==> config.mk <==
export PLATFORM = sky130hd
export DESIGN_NAME = shift_input_conditioner_amisha
export DESIGN_NICKNAME = d
export VERILOG_FILES = /design/src/rtl/shift_input_conditioner_amisha_pkg.sv /design/src/rtl/shift_input_conditioner_amisha_db_group.sv /design/src/rtl/shift_input_conditioner_amisha.sv
export SDC_FILE = /design/constraint.sdc
export NUM_CORES = 1
export LEC_CHECK = 0
export BUFFER_PORTS_ARGS = -buffer_cell sky130_fd_sc_hd__buf_2
export CAP_MARGIN = 20
export CORE_AREA = 2 2 90 92
export DETAILED_ROUTE_END_ITERATION = 7
export DIE_AREA = 0 0 92 94
export PLACE_DENSITY_LB_ADDON = 0.15
export SETUP_SLACK_MARGIN = 0.2
export SLEW_MARGIN = 10
export SYNTH_ARGS = -nofsm -noshare
export SYNTH_HDL_FRONTEND = slang
export SYNTH_SLANG_ARGS = --single-unit
==> constraint.sdc <==
create_clock -name clk_amisha -period 2.4 [get_ports clk_amisha]
set_input_delay 0.24 -clock clk_amisha [delete_from_list [all_inputs] [get_ports clk_amisha]]
set_output_delay 0.24 -clock clk_amisha [all_outputs]
set_load 0.1 [all_outputs]
==> src/rtl/shift_input_conditioner_amisha_pkg.sv <==
// Shared debounce constants and group FSM encoding for the shifter board build.
// Defaults give a 20 ms acceptance window at 50 MHz.
package shift_input_conditioner_amisha_pkg;

    typedef enum logic {
        IDLE = 1'b0,
        WAIT = 1'b1
    } db_state_t;

    localparam int DB_COUNT_DEF = 1000000;
    localparam int CNT_W_DEF    = 20;

endpackage

==> src/rtl/shift_input_conditioner_amisha_db_group.sv <==
// One debounce group: 2-FF sync, candidate/counter FSM, registered stable word.
// Accepts a clean change DB_COUNT+3 edges after the raw edge; no backpressure, upd is a combinational one-cycle flag.
module db_group_amisha
    import shift_input_conditioner_amisha_pkg::*;
#(
    parameter int W        = 1,
    parameter int DB_COUNT = DB_COUNT_DEF,
    parameter int CNT_W    = CNT_W_DEF
) (
    input  logic         clk,
    input  logic         rst,
    input  logic [W-1:0] raw,
    output logic [W-1:0] stable,
    output logic         upd
);

    localparam logic [CNT_W-1:0] CNT_LAST = CNT_W'(DB_COUNT - 1);

    logic [W-1:0]     sync1;
    logic [W-1:0]     sync2;
    logic [W-1:0]     cand;
    logic [W-1:0]     cand_nxt;
    logic [W-1:0]     stable_nxt;
    logic [CNT_W-1:0] cnt;
    logic [CNT_W-1:0] cnt_nxt;
    db_state_t        state;
    db_state_t        state_nxt;

    always_ff @(posedge clk or posedge rst) begin
        if (rst) begin
            sync1  <= '0;
            sync2  <= '0;
            cand   <= '0;
            cnt    <= '0;
            stable <= '0;
            state  <= IDLE;
        end else begin
            sync1  <= raw;
            sync2  <= sync1;
            cand   <= cand_nxt;
            cnt    <= cnt_nxt;
            stable <= stable_nxt;
            state  <= state_nxt;
        end
    end

    always_comb begin
        state_nxt  = state;
        cand_nxt   = cand;
        cnt_nxt    = cnt;
        stable_nxt = stable;
        upd        = 1'b0;
        case (state)
            IDLE: begin
                if (sync2 != stable) begin
                    cand_nxt  = sync2;
                    cnt_nxt   = '0;
                    state_nxt = WAIT;
                end
            end
            WAIT: begin
                // Returning to the accepted value abandons the count silently.
                if (sync2 == stable) begin
                    state_nxt = IDLE;
                end else if (sync2 != cand) begin
                    cand_nxt = sync2;
                    cnt_nxt  = '0;
                end else if (cnt == CNT_LAST) begin
                    stable_nxt = cand;
                    upd        = 1'b1;
                    state_nxt  = IDLE;
                end else begin
                    cnt_nxt = cnt + 1'b1;
                end
            end
            default: state_nxt = IDLE;
        endcase
    end

endmodule

==> src/rtl/shift_input_conditioner_amisha.sv <==
// Debounces pushbuttons (amt) and switches (data) for the shifter; upd pulses when either accepted word changes.
// Output follows a clean raw change by DB_COUNT+3 edges; no backpressure. SHIFT_COND_UPD_CNT_EN adds upd_cnt_amisha.
module shift_input_conditioner_amisha
    import shift_input_conditioner_amisha_pkg::*;
#(
    parameter int N_AMT    = 3,
    parameter int N_DATA   = 8,
    parameter int DB_COUNT = DB_COUNT_DEF,
    parameter int CNT_W    = CNT_W_DEF
) (
    input  logic              clk_amisha,
    input  logic              reset_amisha,
    input  logic [N_AMT-1:0]  btn_amisha,
    input  logic [N_DATA-1:0] sw_amisha,
    output logic [N_AMT-1:0]  amt_amisha,
    output logic [N_DATA-1:0] a_amisha,
`ifdef SHIFT_COND_UPD_CNT_EN
    output logic [7:0]        upd_cnt_amisha,
`endif
    output logic              upd_amisha
);

    logic btn_upd;
    logic sw_upd;

    db_group_amisha #(.W(N_AMT), .DB_COUNT(DB_COUNT), .CNT_W(CNT_W)) u_btn_db (
        .clk    (clk_amisha),
        .rst    (reset_amisha),
        .raw    (btn_amisha),
        .stable (amt_amisha),
        .upd    (btn_upd)
    );

    db_group_amisha #(.W(N_DATA), .DB_COUNT(DB_COUNT), .CNT_W(CNT_W)) u_sw_db (
        .clk    (clk_amisha),
        .rst    (reset_amisha),
        .raw    (sw_amisha),
        .stable (a_amisha),
        .upd    (sw_upd)
    );

    // Registered so the pulse lines up with the cycle the new stable words appear.
    always_ff @(posedge clk_amisha or posedge reset_amisha) begin
        if (reset_amisha) upd_amisha <= 1'b0;
        else              upd_amisha <= btn_upd | sw_upd;
    end

`ifdef SHIFT_COND_UPD_CNT_EN
    always_ff @(posedge clk_amisha or posedge reset_amisha) begin
        if (reset_amisha)    upd_cnt_amisha <= '0;
        else if (upd_amisha) upd_cnt_amisha <= upd_cnt_amisha + 8'd1;
    end
`endif

endmodule

Yosys cells after proc, flatten, opt, wreduce, memory -nomap -nowiden

Index checks and enable logic that the tools add are counted.

Bits in registers: 87
Word-level logic and storage cells: 80

$add $sub $neg: 2
Equality and inequality tests: 16
Mux-type cells: 36
Bitwise logic cells: 7
Reduce and logical (&&, ||, !) cells: 6

Operators with widths:

| operator                                              | number |
|---|---|
| two-way mux 20 bit                                    | 8 |
| case mux 20 bit (2 select lines)                      | 2 |
| adder 20 x 1 -> 20 bit, second input constant         | 2 |
| equality test 20 bit, second input constant           | 2 |
| two-way mux 8 bit                                     | 3 |
| two-way mux 1 bit                                     | 16 |
| inequality test 8 bit                                 | 2 |
| case mux 8 bit (2 select lines)                       | 1 |
| AND reduction 3 bit                                   | 4 |
| two-way mux 3 bit                                     | 3 |
| equality test 8 bit                                   | 1 |
| inequality test 2 bit, second input constant          | 4 |
| AND reduction 4 bit                                   | 2 |
| inequality test 3 bit                                 | 2 |
| inequality test 3 bit, second input constant          | 2 |
| NOT 1 bit                                             | 6 |
| case mux 3 bit (2 select lines)                       | 1 |
| inequality test 2 x 1 -> 1 bit, second input constant | 2 |
| case mux 1 bit (2 select lines)                       | 2 |
| equality test 3 bit                                   | 1 |
| OR 1 bit                                              | 1 |

Depth between registers and ports, before layout

Gate-level depths: netlist (run 1).

Depth after elaboration: 6
Depth in mapped cells: 8
Depth with buffers taken out: 6

Hierarchy

From an unflattened synthesis (run 1), not the netlist that was laid out.

Cells, all modules: 384
Area total of the unflattened synthesis: 4,195.3 um^2

By module, submodules not included:

| module                         | instances | cells an instance | area an instance (um^2) | sequential area each (um^2) |
|---|---|---|---|---|
| db_group_amisha at u_sw_db     | 1         | 213               | 2,421.1                 | 1,326.3 |
| db_group_amisha at u_btn_db    | 1         | 168               | 1,739.2                 | 825.8 |
| shift_input_conditioner_amisha | 1         | 3                 | 35.0                    | 25.0 |

Worst setup path before layout (run 1)

Ideal clock, no wire load.

Kind: flip-flop to flip-flop
Start point: reg u_sw_db.stable[2]
End point: reg u_sw_db.cand[0]
Library setup time: 0.125 ns
Arrival: 2.321 ns
Required time: 2.275 ns
Path slack: -0.046 ns
Stages on the path, launching flop included: 8
Buffers on the path: 2
Cell sequence: dfrtp_1 -> xor2_1 -> nor4_1 -> and2_1 -> buf_2 -> buf_2 -> nor2_2 -> mux2_2

Word-level cells in the longest chain between the ends: 3
Elaborated cells on any way between the ends: 5

RTL lines:

| item                                                                                     | RTL line                                                                                     | text |
|---|---|---|
| start: declaration                                                                       | shift_input_conditioner_amisha_db_group.sv:13                                                | `output logic [W-1:0] stable,` |
| start signal: assignment                                                                 | shift_input_conditioner_amisha_db_group.sv:42                                                | `stable <= stable_nxt;` |
| equality test 8 bit or inequality test 8 bit (tied branches)                             | shift_input_conditioner_amisha_db_group.sv:63, shift_input_conditioner_amisha_db_group.sv:55 |  |
| inequality test 2 bit (no source line) or inequality test 2 x 1 -> 1 bit (tied branches) | -                                                                                            |  |
| AND reduction 3 bit (no source line) *                                                   | -                                                                                            |  |
| end signal: assignment                                                                   | shift_input_conditioner_amisha_db_group.sv:40                                                | `cand <= cand_nxt;` |
| end: declaration                                                                         | shift_input_conditioner_amisha_db_group.sv:21                                                | `logic [W-1:0] cand;` |

Every way passes the cells marked *; elsewhere a longest branch is shown, timed or not.
A chain may end at the register's enable or synchronous reset.

Worst setup path after layout (run 1)

Start point: reg u_btn_db.cnt[4]
End point: reg u_btn_db.cnt[19]

Word-level cells in the longest chain between the ends: 5
Elaborated cells on any way between the ends: 8

RTL lines:

| item                             | RTL line                                      | text |
|---|---|---|
| start: declaration               | shift_input_conditioner_amisha_db_group.sv:24 | `logic [CNT_W-1:0] cnt;` |
| start signal: assignment         | shift_input_conditioner_amisha_db_group.sv:41 | `cnt <= cnt_nxt;` |
| adder 20 x 1 -> 20 bit           | shift_input_conditioner_amisha_db_group.sv:73 | `cnt_nxt = cnt + 1'b1;` |
| two-way mux 20 bit               | shift_input_conditioner_amisha_db_group.sv:68 | `end else if (cnt == CNT_LAST) begin` |
| two-way mux 20 bit               | shift_input_conditioner_amisha_db_group.sv:65 | `end else if (sync2 != cand) begin` |
| two-way mux 20 bit               | shift_input_conditioner_amisha_db_group.sv:63 | `if (sync2 == stable) begin` |
| case mux 20 bit (2 select lines) | shift_input_conditioner_amisha_db_group.sv:53 | `case (state)` |

Several ways; a longest one is shown, not always the timed one. The select of a mux whose other input is x is not followed.

==> results of run 1 <==
[per-stage QoR]
step | cells | cell area, sq um | util
after floorplan | 370 | 4029 | -
after global placement | 499 | 4362 | 0.5734
after detailed placement | 499 | 4362 | 0.5734
after CTS | 526 | 4702 | 0.6181
after global routing | 527 | 4746 | 0.6238
final | 527 | 4746 | 0.6238
[kinds of logic after synthesis]
logic type / synth area share
AO/OA/AOI/OAI: 0.1117
multiplexers: 0.06426
XOR/XNOR: 0.06550
flip-flops: 0.5427
adder cells (fa/ha/maj): 0.006237
AND/OR/NAND/NOR: 0.1794
buffers and inverters: 0.03025
[worst paths after layout]
check                                      start            endpoint  slack [ns]  cells after the start
worst min-delay path                reset_amisha  u_btn_db.stable[0]       0.006                      2
max in group asynchronous           reset_amisha   u_sw_db.stable[5]        1.67                      3
worst max-delay path             u_btn_db.cnt[4]    u_btn_db.cnt[19]        0.34                      5
worst max register to register   u_btn_db.cnt[4]    u_btn_db.cnt[19]        0.34                      5
worst min register to register  u_sw_db.sync1[0]    u_sw_db.sync2[0]        0.35                      0
min in group clk_amisha         u_sw_db.sync1[0]    u_sw_db.sync2[0]        0.35                      0
[what timing repair did]
item / 4_1_cts / 5_1_grt
gates resized for setup: 0 / 8
buffers inserted: 0 / 1
hold endpoints to repair: 11 / 0
setup endpoints to repair: 0 / 16
hold buffers: 11 / 0
[cell usage after synthesis, types with 4 or more instances]
library cell  instances
dfrtp_1              87
nor4_1               10
o21ai_0              21
nor3_1                9
nand4_1               8
nand2_1              25
or3_1                 6
a22o_1                5
mux2_2               22
clkbuf_1              6
nor2_1               19
xor2_1               12
inv_1                16
nand3_1              17
or4_1                11
buf_2                 4
xnor2_1              18
a21oi_1              19
o31ai_1               5
o311ai_0              4
[flip-flops by register name, summed over array words and instances (netlist names)]
name and cells:
u_btn_db.state 1, upd_amisha 1, u_btn_db.cnt 20, u_sw_db.cand 8
u_btn_db.sync2 3, u_sw_db.sync1 8, u_sw_db.sync2 8, u_btn_db.stable 3
u_sw_db.stable 8, u_btn_db.sync1 3, u_btn_db.cand 3, u_sw_db.cnt 20
u_sw_db.state 1
[metal layers]
metal,routed length (um),global-route usage,vias to the layer above
met5,0,0,-
met4,79,0.07214,0
met3,210,0.03612,7
met2,3644,0.3058,39
met1,3857,0.2889,1431
li1,-,-,1451
[final cells by class]
| class | count | area, sq um |
|---|---|---|
| repair buffers | 51 | 375.4 |
| multi-input cells | 254 | 1754 |
| clock inverters | 6 | 92.59 |
| clock buffers | 10 | 137.6 |
| flip-flops and latches | 87 | 2191 |
| fillers | 645 | 2861 |
| well taps | 102 | 127.6 |
| inverters | 17 | 67.56 |
[critical path: stages, from the launching register on]
cell     delay, ns
dfrtp_1       0.42
nand3_2       0.12
or3_4         0.40
or3_4         0.42
or4_1         0.47
a21oi_1       0.15
[power by group through the flow]
| stage | registers, mW | clock network (mW) | logic [mW] |
|---|---|---|---|
| floorplan | 1.55 | 0 | 0.0936 |
| global placement | 1.55 | 0 | 0.130 |
| detailed placement | 1.55 | 0 | 0.131 |
| CTS | 1.52 | 1.18 | 0.145 |
| global route | 1.53 | 1.24 | 0.164 |
| finish | 1.52 | 1.15 | 0.144 |
==> results.sh, run 1 <==
export IMPL_synthArstFlopShare=1.000
export IMPL_yosys_warnings=0
export IMPL_period_needed_ns=2.064
export IMPL_dieWidth_um=92
export IMPL_drt_iter0_drc=173
export IMPL_fin_ws_ns=0.3363
export IMPL_avgSynthCellArea_sq_um=10.84
export IMPL_vdd_drop_max_mv=0.4652
export IMPL_final_cell_mix="dfrtp_1 (76), nand2_1 (25), buf_2 (24)"
export IMPL_critPathCaptureType="register"
export IMPL_io_buffers=24
export IMPL_vias=2928
export IMPL_p_sw_frac=0.2245
export IMPL_ys_ff_latch=87
export IMPL_ant_nets=0
export IMPL_p_seq_frac=0.541
export IMPL_tightest_slew_ns=0.7561
export IMPL_drv_slew=0
export IMPL_synth_seq_area_share=0.5427
export IMPL_insertion_delay_ns=0.35
export IMPL_final_common_cell="dfrtp_1"
export IMPL_wl_per_cell_um=14.79
export IMPL_drc=0
export IMPL_layout_drive_gt1_share=0.2494
export IMPL_cts_root_buf="clkbuf_8"
export IMPL_synth_enable_flop_cells=0
export IMPL_critPathArrivalTime_ns=2.33
export IMPL_p_per_area_nw_per_um2=592.7
export IMPL_p_int_mw=2.181
export IMPL_grt_pass1_vias=2930
export IMPL_skew_ns=0.01000
export IMPL_fin_hold_ws_ns=0.005534
export IMPL_status="complete, no violations"
export IMPL_period_share=0.8599
export IMPL_clk_path_buf_depth=2
export IMPL_cp_start_kind="register"
export IMPL_slew_headroom=0.4941
export IMPL_wl_um=7792
export IMPL_setup_viol=0
export IMPL_num_nets_final=435
export IMPL_clock_sinks=87
export IMPL_max_freq_mhz=484.6
export IMPL_ios=25
export IMPL_required_ns=2.67
export IMPL_combPwrFrac=0.051
export IMPL_grt_pass1_wl_um=13890
export IMPL_syn_inst=370
export IMPL_die_area_sq_um=8648
export IMPL_fp_coreArea_sq_um=7607
export IMPL_initial_utilization=0.5273
export IMPL_final_hold_viol_count=0
export IMPL_ys_flop_type="dfrtp_1"
export IMPL_power_frac_clock=0.408
export IMPL_die_y_um=94
export IMPL_gp_congestion=0.8326
export IMPL_cts_buffers=9
export IMPL_path_clk_slew_ns=0.09
export IMPL_path_class="register to register"
export IMPL_antenna_cells=0
export IMPL_synth_cell_types=51
export IMPL_rsz0062_at_grt="yes"
export IMPL_syn_nets=385
export IMPL_area_growth_pct=18.31
export IMPL_vias_per_cell=5.556
export IMPL_syn_cell_area_sq_um=4011
export IMPL_cts_tree="yes"
export IMPL_antenna_found_initial=0
export IMPL_tns_ns=0
export IMPL_p_leak_nw=1.940
export IMPL_yosysTopAreaCell="dfrtp_1"
export IMPL_num_rows=32
export IMPL_grt_max_degree=55
export IMPL_dp_final_hpwl_um=5249
export IMPL_p_sw_mw=0.6316
export IMPL_synth_top_area_frac=0.5427
export IMPL_holdCritPathClass="input pin to asynchronous set/reset pin"
export IMPL_pre_cts_ws_ns=0.3194
export IMPL_drt_pass1_iterations=4
export IMPL_report_power_total_mw=2.813
export IMPL_critPathMaxFanout=5
export IMPL_htreeDepth=3
export IMPL_drv_cap=0
export IMPL_synth_area_leaders="dfrtp_1 (54%), mux2_2 (6.2%), xnor2_1 (3.9%)"
export IMPL_track_usage=0.2001
export IMPL_overflow=0
No activity file was read; power rests on OpenSTA's default activity.
==> run 2: changes to the inputs <==
PLACE_DENSITY = 0.72   (was not set)
PLACE_DENSITY_LB_ADDON = not set   (was 0.15)
==> results.sh, run 2 (same netlist as run 1, synthesis figures left out) <==
export IMPL_setup_viol=0
export IMPL_antenna_cells=0
export IMPL_drt_iter0_drc=232
export IMPL_skew_ns=0.01461
export IMPL_r2r_setup_slack_ns=0.32
export IMPL_report_power_total_mw=2.634
export IMPL_htreeDepth=3
export IMPL_clk_path_buf_depth=2
export IMPL_overflow=0
export IMPL_power_frac_clock=0.366
export IMPL_status="complete, no violations"
export IMPL_placed_cells=498
export IMPL_multiInputGateArea_sq_um=1773
export IMPL_p_int_mw=1.956
export IMPL_final_common_cell="dfrtp_1"
export IMPL_tns_ns=0
export IMPL_vias_per_cell=5.646
export IMPL_initial_utilization=0.5273
export IMPL_period_share=0.8659
export IMPL_p_leak_nw=1.910
export IMPL_antenna_found_initial=0
export IMPL_num_nets_final=434
export IMPL_drt_pass1_iterations=4
export IMPL_combPwrFrac=0.056
export IMPL_timing_rr_start="u_btn_db.cnt[2]"
export IMPL_ant_nets=0
export IMPL_reg_top3="u_btn_db.cnt (20), u_sw_db.cnt (20)"
export IMPL_ios=25
export IMPL_vdd_drop_max_mv=0.4408
export IMPL_drv_cap=0
export IMPL_max_freq_mhz=481.2
export IMPL_final_hold_viol_count=0
export IMPL_critPathArrivalTime_ns=2.36
export IMPL_tightest_slew_ns=0.7185
export IMPL_p_seq_frac=0.578
export IMPL_final_cell_mix="dfrtp_1 (76), nand2_1 (25), buf_2 (24)"
export IMPL_dieWidth_um=92
export IMPL_wl_um=7833
export IMPL_cts_root_buf="clkbuf_8"
export IMPL_slew_headroom=0.5192
export IMPL_gp_congestion=0.8252
export IMPL_holdCritPathClass="register to register"
export IMPL_grt_pass1_vias=2837
export IMPL_cts_buffers=9
export IMPL_path_clk_slew_ns=0.10
export IMPL_p_sw_frac=0.2575
export IMPL_rsz0062_at_grt="yes"
export IMPL_critPathMaxFanout=5
export IMPL_period_needed_ns=2.078
export IMPL_grt_max_degree=53
export IMPL_track_usage=0.1910
export IMPL_required_ns=2.69
export IMPL_num_rows=32
export IMPL_grt_pass1_wl_um=13230
export IMPL_io_buffers=24
export IMPL_die_y_um=94
export IMPL_worstSetupStartpoint="u_btn_db.cnt[2]"
export IMPL_critPathCaptureType="register"
export IMPL_layout_drive_gt1_share=0.2476
export IMPL_fillerInstances=635
export IMPL_vias=2970
export IMPL_cts_setup_buffers=0
export IMPL_drv_slew=0
export IMPL_dp_final_hpwl_um=5200
export IMPL_clock_sinks=87
export IMPL_die_area_sq_um=8648
export IMPL_fp_coreArea_sq_um=7607
export IMPL_seqCellArea_sq_um=2191
export IMPL_min_from="u_btn_db.sync1[1]"
export IMPL_drc=0
export IMPL_final_cells=526
export IMPL_area_growth_pct=16.78
export IMPL_cts_tree="yes"
export IMPL_p_per_area_nw_per_um2=562.2
export IMPL_path_class="register to register"
export IMPL_insertion_delay_ns=0.36
export IMPL_cp_start_kind="register"
export IMPL_wl_per_cell_um=14.89
export IMPL_p_sw_mw=0.6781
[run 2: cell types whose count changed in the layout (fill, tap and decap cells not counted), moves of 2 or more]
cell       change
nor3_2         -2
bufinv_16      -2
nor4b_1        -2
buf_12         -2
nor4b_2        +2
[run 2: critical path: stages (launching register included)]
cell and delay [ns]:
dfrtp_1 0.42, nand3_2 0.13, or3_4 0.41, or3_4 0.41, or4_1 0.47, a21oi_1 0.16
[run 2: worst paths after layout]
| check | cells past startpoint | endpoint |
|---|---|---|
| worst max-delay path | 5 | u_btn_db.cnt[17] |
| worst min-delay path | 0 | u_btn_db.sync2[1] |
| worst max register to register | 5 | u_btn_db.cnt[17] |
| worst min register to register | 0 | u_btn_db.sync2[1] |
| max in group asynchronous | 4 | u_sw_db.stable[6] |
| min in group asynchronous | 4 | u_btn_db.sync2[1] |
[run 2: per-stage QoR]
stage	hold slack [ns]	setup WS, ns	instance area (sq um)	util
6_report	0.3476	0.3218	4684	0.6158
5_1_grt	0.3538	0.1848	4684	0.6158
2_1_floorplan	0.2714	0.2042	4029	-
3_3_place_gp	0.3327	0.2827	4329	0.5691
3_5_place_dp	0.3347	0.1826	4329	0.5691
4_1_cts	0.3467	0.2165	4631	0.6087
[run 2: area by class of cell]
class / instances / share of cell area
flip-flops and latches: 87 / 0.4677
multi-input cells: 254 / 0.3785
repair buffers: 50 / 0.07372
clock buffers: 10 / 0.02724
well taps: 102 / 0.02724
inverters: 17 / 0.01442
clock inverters: 6 / 0.01122
[run 2: power by group through the flow]
| stage | sequential [mW] | combinational (mW) | clock [mW] |
|---|---|---|---|
| floorplan | 1.55 | 0.0936 | 0 |
| global placement | 1.55 | 0.126 | 0 |
| detailed placement | 1.55 | 0.129 | 0 |
| CTS | 1.52 | 0.145 | 0.979 |
| global route | 1.53 | 0.165 | 1.03 |
| finish | 1.52 | 0.147 | 0.964 |
[run 2: timing repair]
item	in CTS	in global routing
gates cloned	0	0
hold endpoints to repair	18	0
resized for setup	1	9
setup endpoints to repair	8	28
hold buffers	12	0
[run 2: layer usage]
metal / part of all wire / track usage
met1: 0.49 / 0.2709
met2: 0.47 / 0.2978
met3: 0.030 / 0.03531
met4: 0.010 / 0.06592
met5: 0 / 0
==> run 3: changes to the inputs <==
ABC_AREA = 1   (was not set)
CORE_AREA = 2 2 96 98   (was 2 2 90 92)
DIE_AREA = 0 0 98 100   (was 0 0 92 94)
PLACE_DENSITY = 0.82   (was 0.72)
==> results.sh, run 3 <==
export IMPL_ant_nets=0
export IMPL_yosysTopAreaCell="dfrtp_1"
export IMPL_syn_inst=601
export IMPL_cts_setup_buffers=0
export IMPL_dpl_cell_area_sq_um=4928
export IMPL_layout_drive_gt1_share=0.1493
export IMPL_p_leak_nw=2.388
export IMPL_yosys_warnings=0
export IMPL_synth_area_leaders="dfrtp_1 (46%), nand2_1 (13%), nor2_1 (5.5%)"
export IMPL_fin_util=0.5906
export IMPL_grt_pass1_vias=3886
export IMPL_tightest_slew_ns=0.8433
export IMPL_tns_ns=0
export IMPL_wl_per_cell_um=13.47
export IMPL_synth_seq_area_share=0.4609
export IMPL_fp_coreArea_sq_um=8890
export IMPL_antenna_found_initial=0
export IMPL_htreeDepth=3
export IMPL_path_class="register to register"
export IMPL_skew_ns=0.008910
export IMPL_use_met2=0.3936
export IMPL_syn_nets=616
export IMPL_fillerInstances=749
export IMPL_seqCellArea_sq_um=2177
export IMPL_die_area_sq_um=9800
export IMPL_die_y_um=100
export IMPL_grt_max_degree=40
export IMPL_drt_iter0_drc=251
export IMPL_finish_instance_area_sq_um=5250
export IMPL_critPathMaxFanout=20
export IMPL_area_growth_pct=11.15
export IMPL_initial_utilization=0.5313
export IMPL_drv_slew=0
export IMPL_vias_per_cell=5.285
export IMPL_synth_cell_types=36
export IMPL_placed_cells=729
export IMPL_ys_flop_type="dfrtp_1"
export IMPL_drt_pass1_iterations=5
export IMPL_holdCritPathClass="input pin to asynchronous set/reset pin"
export IMPL_final_cells=754
export IMPL_drc=0
export IMPL_cts_root_buf="clkbuf_8"
export IMPL_rsz0062_at_grt="no"
export IMPL_dieWidth_um=98
export IMPL_wl_um=10160
export IMPL_antenna_cells=0
export IMPL_grt_pass1_wl_um=17790
export IMPL_required_ns=2.63
export IMPL_status="complete, no violations"
export IMPL_timing_rr_start="u_btn_db.cnt[1]"
export IMPL_cp_start_kind="register"
export IMPL_vias=3985
export IMPL_synth_common_cells="nand2_1 (166), dfrtp_1 (87), nor2_1 (69)"
export IMPL_fin_ws_ns=0.4766
export IMPL_synth_enable_flop_cells=0
export IMPL_p_per_area_nw_per_um2=544.9
export IMPL_path_clk_slew_ns=0.09
export IMPL_cts_tree="yes"
export IMPL_final_hold_viol_count=0
export IMPL_ys_ff_latch=87
export IMPL_slew_headroom=0.4366
export IMPL_clk_path_buf_depth=2
export IMPL_rr_worst_depth=9
export IMPL_cts_buffers=9
export IMPL_gr_usage_met3=0.04735
export IMPL_max_freq_mhz=519.9
export IMPL_period_needed_ns=1.923
export IMPL_dp_final_hpwl_um=7301
export IMPL_num_nets_final=655
export IMPL_fin_hold_ws_ns=0.04216
export IMPL_worstReg2RegEnd="u_btn_db.cnt[12]"
export IMPL_ios=25
export IMPL_reg_top3="u_btn_db.cnt (20), u_sw_db.cnt (20)"
export IMPL_avgSynthCellArea_sq_um=7.859
export IMPL_met1_usage=0.2758
export IMPL_drv_cap=0
export IMPL_overflow=0
export IMPL_insertion_delay_ns=0.35
export IMPL_vdd_drop_max_mv=0.4066
export IMPL_num_rows=35
export IMPL_period_share=0.8014
export IMPL_r2r_setup_slack_ns=0.48
export IMPL_report_power_total_mw=2.861
export IMPL_track_usage=0.2231
export IMPL_critPathArrivalTime_ns=2.15
export IMPL_synth_top_area_frac=0.4609
export IMPL_clock_sinks=87
export IMPL_synthArstFlopShare=1.000
export IMPL_synth_most_common_cell="nand2_1"
export IMPL_setup_viol=0
export IMPL_gp_congestion=0.8800
export IMPL_critPathCaptureType="register"
export IMPL_syn_cell_area_sq_um=4723
export IMPL_top_usage_layer="met2"
export IMPL_final_cell_mix="nand2_1 (166), dfrtp_1 (87), nor2_1 (69)"
export IMPL_multiInputGateArea_sq_um=2165
export IMPL_final_common_cell="nand2_1"
export IMPL_io_buffers=24
export IMPL_pre_cts_ws_ns=0.4698
-- run 3: layout make-up --
| cell class | count | area share |
|---|---|---|
| flip-flops and latches | 87 | 0.4147 |
| multi-input cells | 428 | 0.4123 |
| inverters | 74 | 0.05386 |
| repair buffers | 40 | 0.05338 |
| well taps | 111 | 0.02645 |
| clock buffers | 9 | 0.02359 |
| clock inverters | 5 | 0.01573 |
-- run 3: how the worst max path moves through the flow --
stage / start / to / depth (start not counted)
3_3_place_gp: u_sw_db.cand[3] / u_sw_db.cnt[14] / 11
6_report: u_btn_db.cnt[1] / u_btn_db.cnt[12] / 9
3_5_place_dp: u_sw_db.sync2[1] / u_sw_db.cnt[14] / 10
5_1_grt: u_btn_db.cnt[1] / u_btn_db.cnt[10] / 9
2_1_floorplan: u_sw_db.stable[7] / u_sw_db.cnt[13] / 9
4_1_cts: u_sw_db.sync2[2] / u_sw_db.cnt[3] / 10
-- run 3: report_power, final --
| part | total (mW) | switching, mW | internal [mW] |
|---|---|---|---|
| combinational | 0.223 | 0.150 | 0.0729 |
| sequential | 1.54 | 0.0317 | 1.50 |
| clock | 1.10 | 0.522 | 0.579 |
-- run 3: logic make-up (layout without fill, tap and decap cells) --
group                    count (synthesis)  count (layout)  share of synthesized area
adder cells (fa/ha/maj)                  2               2                   0.005297
buffers and inverters                   86             128                    0.08185
AO/OA/AOI/OAI                           59              59                    0.07735
flip-flops                              87              87                     0.4609
XOR/XNOR                                23              23                    0.04424
AND/OR/NAND/NOR                        344             344                     0.3303
-- run 3: critical path, cell delays in order, from the launching register on --
cell,delay [ns]
dfrtp_1,0.39
ha_1,0.18
nand2_1,0.10
nor2_4,0.19
and2_1,0.17
nand3_2,0.13
nand2_4,0.21
inv_2,0.22
nand2_1,0.14
o21ai_2,0.05
-- run 3: routing by layer --
layer	wire (um)	vias up
li1	-	1986
met1	4356	1871
met2	5183	113
met3	468	15
met4	147	0
met5	0	-
-- run 3: timing repair --
action / CTS / global route
setup endpoints to repair: 0 / 1
hold endpoints to repair: 11 / 0
gates resized for setup: 0 / 1
hold buffers: 11 / 0
